===== src/rtl/bsg_manycore_link_fifo_arbiter_pkg.sv =====
// Shared types and helpers for the manycore link FIFO request arbiter.
// The FIFO word width is a module parameter, so the tag helper works on a wide container word.
package bsg_manycore_link_fifo_arbiter_pkg;

    typedef enum logic [1:0] {
        eIdle  = 2'd0,
        eSend  = 2'd1,
        eFence = 2'd2
    } state_e;

    localparam int unsigned max_fifo_width_gp = 1024;

    // Replace the masked field of a word with the matching bits of a pre-shifted tag.
    function automatic logic [max_fifo_width_gp-1:0] tag_insert(
        input logic [max_fifo_width_gp-1:0] word_i,
        input logic [max_fifo_width_gp-1:0] mask_i,
        input logic [max_fifo_width_gp-1:0] tag_i
    );
        return (word_i & ~mask_i) | (tag_i & mask_i);
    endfunction

endpackage


===== src/rtl/bsg_manycore_link_fifo_arbiter_chk.sv =====
// Protocol checks for the link FIFO arbiter: stray response consumes and credit overflow.
module bsg_manycore_link_fifo_arbiter_chk #(
    parameter int num_req_p = 2
) (
    input logic                 clk_i,
    input logic                 reset_i,
    input logic                 ret_v_i,
    input logic [num_req_p-1:0] resp_v_i,
    input logic [num_req_p-1:0] resp_yumi_i,
    input logic                 credit_inc_i,
    input logic                 credit_dec_i,
    input logic                 credits_full_i
);

    // Sample protocol rules once per cycle outside reset.
    always @(posedge clk_i) begin
        if (!reset_i) begin
            assert (!(ret_v_i && |(resp_yumi_i & ~resp_v_i)))
                else $error("link arbiter: response consumed by a non-tagged requester");
            assert (!(credit_inc_i && !credit_dec_i && credits_full_i))
                else $error("link arbiter: credit return with all credits already home");
        end
    end

endmodule


===== src/rtl/bsg_manycore_link_rr_arbiter.sv =====
// Round-robin grant generator: picks the lowest requesting index at or above the pointer, wrapping.
module bsg_manycore_link_rr_arbiter #(
    parameter int num_req_p = 2,
    localparam int lg_req_lp = $clog2(num_req_p)
) (
    input  logic [num_req_p-1:0] reqs_i,
    input  logic [lg_req_lp-1:0] ptr_i,
    input  logic                 en_i,
    output logic [num_req_p-1:0] grant_o,
    output logic [lg_req_lp-1:0] idx_o,
    output logic                 v_o
);

    logic [lg_req_lp-1:0] cand_s;
    logic                 found_s;

    // Scan from the pointer upward; power-of-two count makes the wrap a natural overflow.
    always_comb begin
        cand_s  = ptr_i;
        found_s = 1'b0;
        idx_o   = ptr_i;
        for (int i = 0; i < num_req_p; i++) begin
            cand_s = ptr_i + lg_req_lp'(i);
            if (!found_s && reqs_i[cand_s]) begin
                found_s = 1'b1;
                idx_o   = cand_s;
            end else begin
                found_s = found_s;
            end
        end
        v_o = en_i & found_s;
        if (v_o) begin
            grant_o = {{(num_req_p-1){1'b0}}, 1'b1} << idx_o;
        end else begin
            grant_o = {num_req_p{1'b0}};
        end
    end

endmodule


===== src/rtl/bsg_manycore_link_fifo_arbiter.sv =====
// Shares the host->manycore request channel among requesters with round-robin, credits and fence,
// and steers returned words back to the requester named in their load_id tag.
module bsg_manycore_link_fifo_arbiter
    import bsg_manycore_link_fifo_arbiter_pkg::*;
#(
    parameter int num_req_p            = 2,
    parameter int fifo_width_p         = 128,
    parameter int max_out_credits_p    = 16,
    parameter int load_id_offset_p     = 0,
    parameter int ret_load_id_offset_p = 0,
    localparam int lg_req_lp           = $clog2(num_req_p),
    localparam int credit_width_lp     = $clog2(max_out_credits_p+1)
) (
    input  logic                              clk_i,
    input  logic                              reset_i,
    input  logic [num_req_p-1:0]              req_v_i,
    input  logic [num_req_p*fifo_width_p-1:0] req_data_i,
    output logic [num_req_p-1:0]              req_yumi_o,
    output logic [fifo_width_p-1:0]           link_data_o,
    output logic                              link_v_o,
    input  logic                              link_ready_i,
    input  logic [fifo_width_p-1:0]           link_returned_i,
    input  logic                              link_returned_v_i,
    output logic                              link_returned_yumi_o,
    output logic [fifo_width_p-1:0]           resp_data_o,
    output logic [num_req_p-1:0]              resp_v_o,
    input  logic [num_req_p-1:0]              resp_yumi_i,
    input  logic                              fence_i,
    output logic                              fence_done_o,
    output logic [credit_width_lp-1:0]        credits_o
);

    localparam logic [credit_width_lp-1:0] max_credits_lp = credit_width_lp'(max_out_credits_p);
    localparam logic [fifo_width_p-1:0] tag_mask_lp =
        {{(fifo_width_p-lg_req_lp){1'b0}}, {lg_req_lp{1'b1}}} << load_id_offset_p;

    state_e                     state_q, state_d;
    logic [credit_width_lp-1:0] credits_q, credits_d;
    logic [lg_req_lp-1:0]       rr_ptr_q, rr_ptr_d;
    logic [lg_req_lp-1:0]       slot_grant_q, slot_grant_d;
    logic [fifo_width_p-1:0]    slot_q, slot_d;

    logic [fifo_width_p-1:0]    req_words_s [num_req_p];
    logic [fifo_width_p-1:0]    tag_shift_s;
    logic [fifo_width_p-1:0]    tagged_word_s;
    logic [lg_req_lp-1:0]       arb_ptr_s;
    logic [lg_req_lp-1:0]       arb_idx_s;
    logic [num_req_p-1:0]       arb_grant_s;
    logic                       arb_en_s;
    logic                       grant_s;
    logic                       handshake_s;
    logic [lg_req_lp-1:0]       ret_tag_s;
    logic                       ret_yumi_s;

    // Unpack the flat request bus and build the tagged word of the current winner.
    always_comb begin
        for (int i = 0; i < num_req_p; i++) begin
            req_words_s[i] = req_data_i[i*fifo_width_p +: fifo_width_p];
        end
        tag_shift_s   = {{(fifo_width_p-lg_req_lp){1'b0}}, arb_idx_s} << load_id_offset_p;
        tagged_word_s = fifo_width_p'(tag_insert(max_fifo_width_gp'(req_words_s[arb_idx_s]),
                                                 max_fifo_width_gp'(tag_mask_lp),
                                                 max_fifo_width_gp'(tag_shift_s)));
    end

    // A new grant needs a free slot (idle, or draining this cycle), a credit and no fence request.
    always_comb begin
        handshake_s = (state_q == eSend) & link_ready_i;
        arb_en_s    = ((state_q == eIdle) | handshake_s) & (credits_q != '0) & ~fence_i;
        if (state_q == eSend) begin
            arb_ptr_s = slot_grant_q + lg_req_lp'(1'b1);
        end else begin
            arb_ptr_s = rr_ptr_q;
        end
    end

    bsg_manycore_link_rr_arbiter #(
        .num_req_p (num_req_p)
    ) rr_arb (
        .reqs_i  (req_v_i),
        .ptr_i   (arb_ptr_s),
        .en_i    (arb_en_s),
        .grant_o (arb_grant_s),
        .idx_o   (arb_idx_s),
        .v_o     (grant_s)
    );

    // Return steering is purely combinational on the tag carried in the returned word.
    always_comb begin
        ret_tag_s            = link_returned_i[ret_load_id_offset_p +: lg_req_lp];
        resp_v_o             = {{(num_req_p-1){1'b0}}, link_returned_v_i} << ret_tag_s;
        resp_data_o          = link_returned_i;
        ret_yumi_s           = resp_yumi_i[ret_tag_s] & link_returned_v_i;
        link_returned_yumi_o = ret_yumi_s;
    end

    // Credit counter: grant spends, return refunds, simultaneous events cancel, overflow saturates.
    always_comb begin
        credits_d = credits_q;
        if (grant_s && !ret_yumi_s) begin
            credits_d = credits_q - credit_width_lp'(1'b1);
        end else if (ret_yumi_s && !grant_s && (credits_q != max_credits_lp)) begin
            credits_d = credits_q + credit_width_lp'(1'b1);
        end else begin
            credits_d = credits_q;
        end
    end

    // Slot and state sequencing.
    always_comb begin
        state_d      = state_q;
        slot_d       = slot_q;
        slot_grant_d = slot_grant_q;
        rr_ptr_d     = rr_ptr_q;
        case (state_q)
            eIdle: begin
                if (grant_s) begin
                    slot_d       = tagged_word_s;
                    slot_grant_d = arb_idx_s;
                    state_d      = eSend;
                end else if (fence_i) begin
                    state_d = eFence;
                end else begin
                    state_d = eIdle;
                end
            end
            eSend: begin
                if (link_ready_i) begin
                    rr_ptr_d = slot_grant_q + lg_req_lp'(1'b1);
                    if (grant_s) begin
                        slot_d       = tagged_word_s;
                        slot_grant_d = arb_idx_s;
                        state_d      = eSend;
                    end else if (fence_i) begin
                        state_d = eFence;
                    end else begin
                        state_d = eIdle;
                    end
                end else begin
                    state_d = eSend;
                end
            end
            eFence: begin
                if (!fence_i) begin
                    state_d = eIdle;
                end else begin
                    state_d = eFence;
                end
            end
            default: begin
                state_d = eIdle;
            end
        endcase
    end

    // State registers; reset drops the slot and refills credits.
    always_ff @(posedge clk_i or posedge reset_i) begin
        if (reset_i) begin
            state_q      <= eIdle;
            credits_q    <= max_credits_lp;
            rr_ptr_q     <= '0;
            slot_grant_q <= '0;
            slot_q       <= '0;
        end else begin
            state_q      <= state_d;
            credits_q    <= credits_d;
            rr_ptr_q     <= rr_ptr_d;
            slot_grant_q <= slot_grant_d;
            slot_q       <= slot_d;
        end
    end

    assign req_yumi_o   = arb_grant_s;
    assign link_v_o     = (state_q == eSend);
    assign link_data_o  = slot_q;
    assign credits_o    = credits_q;
    assign fence_done_o = (state_q == eFence) & fence_i & (credits_q == max_credits_lp);

    bsg_manycore_link_fifo_arbiter_chk #(
        .num_req_p (num_req_p)
    ) chk (
        .clk_i          (clk_i),
        .reset_i        (reset_i),
        .ret_v_i        (link_returned_v_i),
        .resp_v_i       (resp_v_o),
        .resp_yumi_i    (resp_yumi_i),
        .credit_inc_i   (ret_yumi_s),
        .credit_dec_i   (grant_s),
        .credits_full_i (credits_q == max_credits_lp)
    );

endmodule

===== config.mk =====
export PLATFORM = sky130hd
export DESIGN_NAME = bsg_manycore_link_fifo_arbiter
export DESIGN_NICKNAME = d
export VERILOG_FILES = /design/src/rtl/bsg_manycore_link_fifo_arbiter_pkg.sv /design/src/rtl/bsg_manycore_link_fifo_arbiter_chk.sv /design/src/rtl/bsg_manycore_link_rr_arbiter.sv /design/src/rtl/bsg_manycore_link_fifo_arbiter.sv
export SDC_FILE = /design/constraint.sdc
export NUM_CORES = 1
export LEC_CHECK = 0
export ABC_CLOCK_PERIOD_IN_PS = 8800
export BUFFER_PORTS_ARGS = -buffer_cell sky130_fd_sc_hd__buf_2
export CAP_MARGIN = 20
export CORE_AREA = 8 8 251 253
export DETAILED_ROUTE_END_ITERATION = 8
export DIE_AREA = 0 0 259 261
export PLACE_DENSITY = 0.4
export SKIP_LAST_GASP = 1
export SYNTH_ARGS = -nofsm -noshare
export SYNTH_HDL_FRONTEND = slang
export SYNTH_SLANG_ARGS = --single-unit

===== constraint.sdc =====
create_clock -name clk_i -period 8.8 [get_ports clk_i]
set_input_delay 1.76 -clock clk_i [delete_from_list [all_inputs] [get_ports clk_i]]
set_output_delay 1.76 -clock clk_i [all_outputs]
set_load 0.05 [all_outputs]

==> run metrics, run 1 <==
status finished clean; Logic pwr share 0.537; met1 usage 0.0778; setup slack, reg-to-reg 4870 ps; grt peak-use layer met2; top cells by area, synth dfrtp_1, mux2i_1, buf_4, nand2_1, o21ai_0; CTS sink cnt 136; worst path arrival time 3220 ps; Die X 259 um; critical path fanouts, max 44; initial antenna violation count 0; CP Capture Type primary output; Synth cell types 43; initial drt markers 188; clk_lat worst skew 470 ps; switching power 2.12 mW; Via density 3.30; number of setup buffers added after CTS 0; Fill cells 6,697; die area 67,600 um2; CTS clk-pin slew, worst paths 60 ps; predominant post-synthesis flop cell dfrtp_1; Core Box Area 59,300 um2; first-pass GRT wire length 36.9 mm; CTS tree built; met3 usage 0.0383; Post-Route Utilization 0.168; mean post-synth cell area 9.88 um2; layout cells sized above 1 0.437; FFs w/ async S/R, synth 1.00; pwr dens 407 nW/um2; Power Total 4.06 mW; Buffers on Ports 404; depth of the CTS H-tree 4; required time of the critical path 7040 ps; clk buf depth 2; max-cap viol count 0; fin nets 1,417; Syn Nets 1,159; power share of the clock group 0.194; row count 90; initial core utilization 0.127; vias in the first global route 6,215; M2 GR Usage 0.117; Sum Neg Setup Slack 0 ps; slew of the pin with the lowest slew margin 847 ps; most common cell in the netlist nand2_1; WS Path Type in -> out; drt wl/cell 14.0 um; Synth top area share 0.449; gpl congestion 0.740; remaining antenna violation count 0; total congestion overflow 0; fin. max-slew vios 0; Post-DP HPWL 20.1 mm; cts-stage hold buffer count 0; Syn Inst Count 762; Commonest cells post-synth nand2_1, dfrtp_1, buf_4; crit share post-route 0.566; Synth Register Bits 136; largest net degree at the start of global routing 97; IO Pins 661; Remaining DRCs 0; Final Critical Period 4980 ps; DRT Pass-1 Iters 4; Fin Clk Skew 11.4 ps; Int Power 1.94 mW; Max Freq 201 MHz; Worst slew margin 0.435; Post-synth EDFFs 0; Ys Warns 0; Sw Ratio 0.522; sequential share of the synthesized area 0.452; Worst setup SP type input port; mapped cell area 7530 um2; Die Height 261 um; cell chosen for the clock root clkbuf_16; post-cts resize count 0; Vias 5,995; Hold Crit Class reg -> reg; final wirelength 25.4 mm; # setup viols final 0; sequential power share 0.270; GRT Total Usage 0.0732; Area Overhead vs Synth 32.5%; dominant cell type by area after synthesis dfrtp_1; Static Leak 5.25 nW; Hold Vio Cnt, Final 0; CTS buffer count 17; RSZ-0062 raised after global routing no; maximum vdd drop 0.000153 V
[registers in the layout, indices dropped and copies added, names as in the netlist]
signal       count
link_data_o    128
credits_o        5
state_q          2
rr_ptr_q         1
[worst max-delay path, stage by stage]
cell	delay, ps
buf_2	100
inv_1	50
maj3_4	670
nor2b_1	280
buf_2	330
[through the flow]
step           instances  cell area, um2  hold slack, ps  worst slack (ps)
3_5_place_dp        1783            9340             465              3750
4_1_cts             1815            9970             479              3740
6_report            1816            9980             473              3820
2_1_floorplan        762            7530             447              3400
5_1_grt             1815            9970             487              3650
3_3_place_gp        1783            9340             458              3780
[metal layers]
metal | up-vias | wire, um
li1 | 2963 | -
met1 | 2681 | 9690
met2 | 291 | 12300
met3 | 60 | 2650
met4 | 0 | 805
met5 | - | 0
[logic make-up (layout without fill, tap and decap cells)]
kind of cell,after synthesis,in the layout,synth area share
compound gates,148,148,0.105
mux,130,130,0.173
fa+ha+maj,5,5,0.00914
simple gates,160,160,0.0863
xor+xnor,3,3,0.00349
other cells,0,1,0
buf+inv,180,451,0.171
flops,136,136,0.452
[power by group through the flow]
stage          Sequential [mW]  Clock (mW)  Combinational, mW
3_3_place_gp              1.10           0               2.22
3_5_place_dp              1.11           0               2.23
6_report                  1.09       0.787               2.18
4_1_cts                   1.10       0.832               2.23
2_1_floorplan             2.16           0              0.738
5_1_grt                   1.14       0.855               2.33
[cells in the final DEF, fill, tap and decap left out, drive strengths merged, types with 2 or more instances in the layout]
cell,instances
buf,411
nand2,138
dfrtp,135
o21ai,130
mux2i,129
clkbuf,21
inv,9
nor2,6
clkinv,6
nand3,4
a21oi,4
bufinv,4
nor2b,4
o211ai,3
xnor2,3
ha,3
nand2b,2
[final cells by class]
cell class	instances	area, um2	share of cell area
Antenna cell	1	2.50	0.000251
Timing Repair Buffer	411	2070	0.208
Sequential cell	136	3400	0.341
Tap cell	782	978	0.0981
Clock buffer	21	460	0.0462
Clock inverter	11	170	0.0171
Multi-Input combinational cell	446	2850	0.286
Inverter	8	35.0	0.00351
[path summary, 6_finish.rpt]
| path | from | to | depth (start not counted) |
|---|---|---|---|
| worst min-delay path | link_data_o[14] | link_data_o[14] | 2 |
| min in group asynchronous | reset_i | link_data_o[70] | 2 |
| worst max register to register | credits_o[1] | credits_o[4] | 10 |
| worst min register to register | link_data_o[14] | link_data_o[14] | 2 |
| max in group asynchronous | reset_i | link_data_o[22] | 3 |
| worst max-delay path | req_v_i[1] | req_yumi_o[0] | 5 |
No activity file was read; power rests on OpenSTA's default activity.
==> run 2: changes to the inputs <==
--- a/config.mk
+++ b/config.mk
@@ -5,13 +5,13 @@
 export SDC_FILE = /design/constraint.sdc
 export NUM_CORES = 1
 export LEC_CHECK = 0
-export ABC_CLOCK_PERIOD_IN_PS = 8800
+export ABC_CLOCK_PERIOD_IN_PS = 4300
 export BUFFER_PORTS_ARGS = -buffer_cell sky130_fd_sc_hd__buf_2
 export CAP_MARGIN = 20
-export CORE_AREA = 8 8 251 253
+export CORE_AREA = 8 8 252 254
 export DETAILED_ROUTE_END_ITERATION = 8
-export DIE_AREA = 0 0 259 261
-export PLACE_DENSITY = 0.4
+export DIE_AREA = 0 0 260 262
+export PLACE_DENSITY = 0.41
 export SKIP_LAST_GASP = 1
 export SYNTH_ARGS = -nofsm -noshare
 export SYNTH_HDL_FRONTEND = slang
==> constraint.sdc (replaced) <==
create_clock -name clk_i -period 4.3 [get_ports clk_i]
set_input_delay 0.86 -clock clk_i [delete_from_list [all_inputs] [get_ports clk_i]]
set_output_delay 0.86 -clock clk_i [all_outputs]
set_load 0.05 [all_outputs]
==> run 2 against run 1 <==
Compared with the run above: die area up 0.77%; clock skew increased by 0.90 ps; design area is 0.70% lower; largest cell class unchanged.
==> run metrics, run 2 (synthesized netlist as in run 1, its figures left out) <==
status finished clean; Sum Neg Setup Slack 0 ps (unchanged); Remaining DRCs 0 (unchanged); DRT Pass-1 Iters 4 (unchanged); pwr dens 810 nW/um2 (+99%); fin. max-slew vios 0 (unchanged); Hold Vio Cnt, Final 0 (unchanged); largest net degree at the start of global routing 135 (+39%); GRT Total Usage 0.0713 (-0.00189); Fin Clk Skew 12.3 ps (+0.899 ps); Static Leak 5.19 nW (-0.97%); CTS clk-pin slew, worst paths 60 ps (about the same); Ant. Diodes 0 (-1); crit share post-route 0.769; CTS tree built; Sw Ratio 0.536 (+0.0139); critical path fanouts, max 30 (-32%); first-pass GRT wire length 36.7 mm (-0.66%); commonest non-fill, non-tap cell in the layout buf_2; RSZ-0062 raised after global routing no; die area 68,100 um2 (+0.77%); Largest register FFs 128 (unchanged); CTS buffer count 17 (unchanged); clk buf depth 2 (unchanged); Post-DP HPWL 20.4 mm (+1.4%); max-cap viol count 0 (unchanged); initial drt markers 214 (+14%); CTS sink cnt 136 (unchanged); reg-to-reg endpoint credits_o[4]; Vias 6,003 (+0.13%); CP Capture Type primary output; Core Box Area 59,600 um2 (+0.38%); total congestion overflow 0 (unchanged); Logic pwr share 0.554 (+0.017); r2r startpoint credits_o[1]; WS Path Type reg -> out; Placement Setup Slack 905 ps (-2840 ps); cell chosen for the clock root clkbuf_16; cts-stage hold buffer count 0 (unchanged); initial core utilization 0.126 (-0.000480); Final Critical Period 3310 ps; power share of the clock group 0.166 (-0.028); Buffers on Ports 404 (unchanged); drt wl/cell 13.8 um (-1.2%); IO Pins 661 (unchanged); worst path arrival time 2450 ps (-770 ps); Hold Crit Class in -> async; slew of the pin with the lowest slew margin 870 ps (+23.1 ps); Post-Route Utilization 0.166 (-0.00181); initial antenna violation count 0 (unchanged); Max Freq 302 MHz; R2R cell count 9 (-1); Die Height 262 um (+0.38%); clk_lat worst skew 460 ps (about the same); vias in the first global route 6,214 (-0.016%); most frequent cells in the layout buf_2, nand2_1, dfrtp_1; Final Worst Setup Slack 993 ps (-2820 ps); fin nets 1,419 (+0.14%); post-cts resize count 0 (unchanged); row count 90 (unchanged); Via density 3.30 (about the same); Worst setup SP type flip-flop; sequential power share 0.280 (+0.010); gpl congestion 0.732 (-1.1%); Worst slew margin 0.420 (-0.0154); required time of the critical path 3440 ps (-3600 ps); Die X 260 um (+0.39%); depth of the CTS H-tree 4 (unchanged); setup slack, reg-to-reg 1370 ps (-3500 ps); Area Overhead vs Synth 31.6%; layout cells sized above 1 0.434 (-0.00278); switching power 4.31 mW (+100%); remaining antenna violation count 0 (unchanged); number of setup buffers added after CTS 0 (unchanged); final wirelength 25.1 mm (-1.2%); maximum vdd drop 0.000372 V (+140%); Int Power 3.72 mW (+92%); # setup viols final 0 (unchanged)
==> run 2: worst max path at each step <==
stage	start	endpoint	slack [ps]	cells after the start
2_1_floorplan	link_returned_i[0]	credits_o[4]	1150	10
3_3_place_gp	link_returned_i[0]	credits_o[4]	950	11
3_5_place_dp	link_returned_i[0]	credits_o[4]	910	11
4_1_cts	credits_o[1]	req_yumi_o[0]	890	5
5_1_grt	credits_o[1]	req_yumi_o[0]	780	5
6_report	credits_o[1]	req_yumi_o[0]	990	5
==> run 2: through the flow <==
| stage | area (um2) | std cells | hold slack [ps] | total power, mW |
|---|---|---|---|---|
| global route | 9910 | 1817 | 487 | 8.59 |
| CTS | 9910 | 1817 | 455 | 8.24 |
| floorplan | 7530 | 762 | 447 | 5.93 |
| finish | 9910 | 1817 | 471 | 8.03 |
| global placement | 9390 | 1785 | 460 | 6.79 |
| detailed placement | 9390 | 1785 | 464 | 6.83 |
==> run 2: area by class of cell <==
class | instances | area [um2]
fill | 6730 | 49700
timing repair buffer | 413 | 2130
clock buffer | 24 | 462
tap | 782 | 978
sequential | 136 | 3400
clock inverter | 8 | 50.0
multi-input combinational | 446 | 2850
inverter | 8 | 33.8
==> run 2: power groups by stage <==
| stage | clock, mW | sequential [mW] | combinational [mW] |
|---|---|---|---|
| 4_1_cts | 1.43 | 2.26 | 4.55 |
| 2_1_floorplan | 0 | 4.42 | 1.51 |
| 5_1_grt | 1.48 | 2.35 | 4.76 |
| 6_report | 1.33 | 2.24 | 4.45 |
| 3_5_place_dp | 0 | 2.27 | 4.55 |
| 3_3_place_gp | 0 | 2.26 | 4.53 |
==> run 2: worst max-delay path, stage by stage (launching register included) <==
cell and delay, ps:
dfrtp_1 450, or4_4 610, o2111ai_4 230, buf_4 330, nor2b_1 120, buf_2 230
==> run 2: metal layers <==
| layer | GRT usage | vias to the layer above | share of wire |
|---|---|---|---|
| met3 | 0.0386 | 67 | 0.12 |
| met1 | 0.0741 | 2668 | 0.37 |
| met4 | 0.0505 | 0 | 0.045 |
| met5 | 0 | - | 0 |
| met2 | 0.110 | 291 | 0.47 |
| li1 | - | 2977 | - |
==> run 3: changes to the inputs <==
--- a/config.mk
+++ b/config.mk
@@ -5,13 +5,13 @@
 export SDC_FILE = /design/constraint.sdc
 export NUM_CORES = 1
 export LEC_CHECK = 0
-export ABC_CLOCK_PERIOD_IN_PS = 4300
+export ABC_CLOCK_PERIOD_IN_PS = 3200
 export BUFFER_PORTS_ARGS = -buffer_cell sky130_fd_sc_hd__buf_2
 export CAP_MARGIN = 20
-export CORE_AREA = 8 8 252 254
+export CORE_AREA = 8 8 253 255
 export DETAILED_ROUTE_END_ITERATION = 8
-export DIE_AREA = 0 0 260 262
-export PLACE_DENSITY = 0.41
+export DIE_AREA = 0 0 261 263
+export PLACE_DENSITY = 0.39
 export SKIP_LAST_GASP = 1
 export SYNTH_ARGS = -nofsm -noshare
 export SYNTH_HDL_FRONTEND = slang
==> constraint.sdc (replaced) <==
create_clock -name clk_i -period 3.2 [get_ports clk_i]
set_input_delay 0.64 -clock clk_i [delete_from_list [all_inputs] [get_ports clk_i]]
set_output_delay 0.64 -clock clk_i [all_outputs]
set_load 0.05 [all_outputs]
==> run 3 against run 2 <==
Compared with the run above: die area is 0.77% higher; via count grew 1.3%; worst setup slack lost 650 ps; sequential power increased by 34%; critical path depth increased by 6; non-clock buffer count shrank 1; clock-buffer cell count shrank 7; sequential share of layout area shrank 0.41 points; final cell count is essentially flat; clock skew grew 2.4 ps; hold slack worse by 88 ps; register-to-register slack worse by 1000 ps.
==> run metrics, run 3 (synthesized netlist as in run 1, its figures left out) <==
worst path arrival time 3250 ps (+800 ps); initial drt markers 208 (-2.8%); hold slack 383 ps (-87.9 ps); pwr dens 1110 nW/um2 (+38%); reg-to-reg endpoint credits_o[4]; total congestion overflow 0 (unchanged); dpl cells 1,784 (-0.056%); maximum vdd drop 0.000423 V (+14%); Core Box Area 59,900 um2 (+0.57%); Worst setup SP type flip-flop; commonest non-fill, non-tap cell in the layout buf_2; DRT Pass-1 Iters 4 (unchanged); depth of the CTS H-tree 4 (unchanged); number of setup buffers added after CTS 0 (unchanged); Placement Setup Slack 361 ps (-544 ps); Remaining DRCs 0 (unchanged); setup slack, reg-to-reg 340 ps (-1030 ps); Die X 261 um (+0.38%); Fin Clk Skew 14.7 ps (+2.35 ps); initial core utilization 0.126 (-0.000713); Worst setup startpoint credits_o[1]; WS Path Type reg -> reg; initial antenna violation count 0 (unchanged); Die Height 263 um (+0.38%); IO Pins 661 (unchanged); die area 68,600 um2 (+0.77%); layout cells sized above 1 0.439 (+0.00526); Worst slew margin 0.397 (-0.0232); crit-path max cell delay 610 ps (about the same); crit share post-route 0.893; cell chosen for the clock root clkbuf_16; Fill cells 6,801 (+1.1%); area occupied by registers 3400 um2 (unchanged); CTS buffer count 17 (unchanged); required time of the critical path 3590 ps (+150 ps); first-pass GRT wire length 38.1 mm (+3.8%); CP Capture Type flip-flop; gpl congestion 0.758 (+3.7%); Hold Crit Class in -> async; remaining antenna violation count 0 (unchanged); vias in the first global route 6,485 (+4.4%); final cell count without fillers 1,816 (-0.055%); r2r startpoint credits_o[1]; critical path fanouts, max 7 (-77%); final wirelength 25.9 mm (+3.0%); Max Freq 350 MHz; RSZ-0062 raised after global routing no; CTS sink cnt 136 (unchanged); fin nets 1,418 (-0.070%); critical-path cell list or4_4 > o2111ai_4 > nor2_1 > buf_4 > inv_1 > fa_1 > nor2b_1 > o21a_1 > or3_1 > o31a_1 > o221ai_1; Buffers on Ports 404 (unchanged); critical path's slowest cell or4_4; # setup viols final 0 (unchanged); CTS tree built; CTS clk-pin slew, worst paths 70 ps (about the same); Sum Neg Setup Slack 0 ps (unchanged); Hold Vio Cnt, Final 0 (unchanged); status finished clean; row count 90 (unchanged); Post-DP HPWL 20.2 mm (-0.83%); cts-stage hold buffer count 0 (unchanged); Final Worst Setup Slack 341 ps (-652 ps); Area Overhead vs Synth 33.2%; largest net degree at the start of global routing 185 (+37%); Via density 3.35 (+1.4%); Vias 6,083 (+1.3%); clk_lat worst skew 470 ps (about the same); R2R cell count 11 (+2); post-cts resize count 0 (unchanged); clk buf depth 2 (unchanged); drt wl/cell 14.3 um (+3.1%); fin. max-slew vios 0 (unchanged); Largest register FFs 128 (unchanged); max-cap viol count 0 (unchanged); GRT Total Usage 0.0736 (+0.00230); Final Critical Period 2860 ps; multi-input logic area 2850 um2 (unchanged); slew of the pin with the lowest slew margin 905 ps (+34.8 ps); Ant. Diodes 0 (unchanged); Static Leak 5.26 nW (+1.3%); most frequent cells in the layout buf_2, nand2_1, dfrtp_1
==> run 3: worst max path at each step <==
stage	slack, ps	endpoint
final	340	credits_o[4]
after global routing	200	credits_o[4]
after CTS	270	req_yumi_o[1]
after detailed placement	360	credits_o[4]
after global placement	370	credits_o[4]
after floorplan	100	credits_o[4]
==> run 3: critical path, delay by kind of cell, from the launching register on <==
family                     cells  cell delay (ps)
DFF                            1              450
buffers and inverters          2              210
and+or+nand+nor                4             1100
adders and majority gates      1              200
AOI/OAI and AO/OA              4              830
==> run 3: power by group <==
group          switching [mW]  total [mW]  leakage [nW]  internal, mW
sequential              0.446        3.00          1.68          2.56
clock                   0.872        2.18         0.307          1.30
combinational            4.54        5.99          3.27          1.45
total                    5.86        11.2          5.26          5.31
==> run 3: cell type report <==
cell class,instances,area share
tap,782,0.0976
multi-input combinational,446,0.284
timing repair buffer,412,0.213
sequential,136,0.340
clock buffer,17,0.0424
clock inverter,15,0.0200
inverter,8,0.00337
==> run 3: through the flow <==
step	instance area [um2]	power [mW]	util
floorplan	7530	7.97	-
global placement	9400	9.11	0.157
detailed placement	9400	9.16	0.157
CTS	10000	11.5	0.167
global route	10000	11.9	0.167
finish	10000	11.2	0.167
==> run 3: layer usage <==
metal  vias to the layer above  GRT usage  part of all wire  wire, um
met1                      2753     0.0717              0.36      9390
met3                        65     0.0350              0.11      2800
met4                         0     0.0470             0.039      1020
met2                       304      0.124              0.49     12700
li1                       2961          -                 -         -
met5                         -          0                 0         0
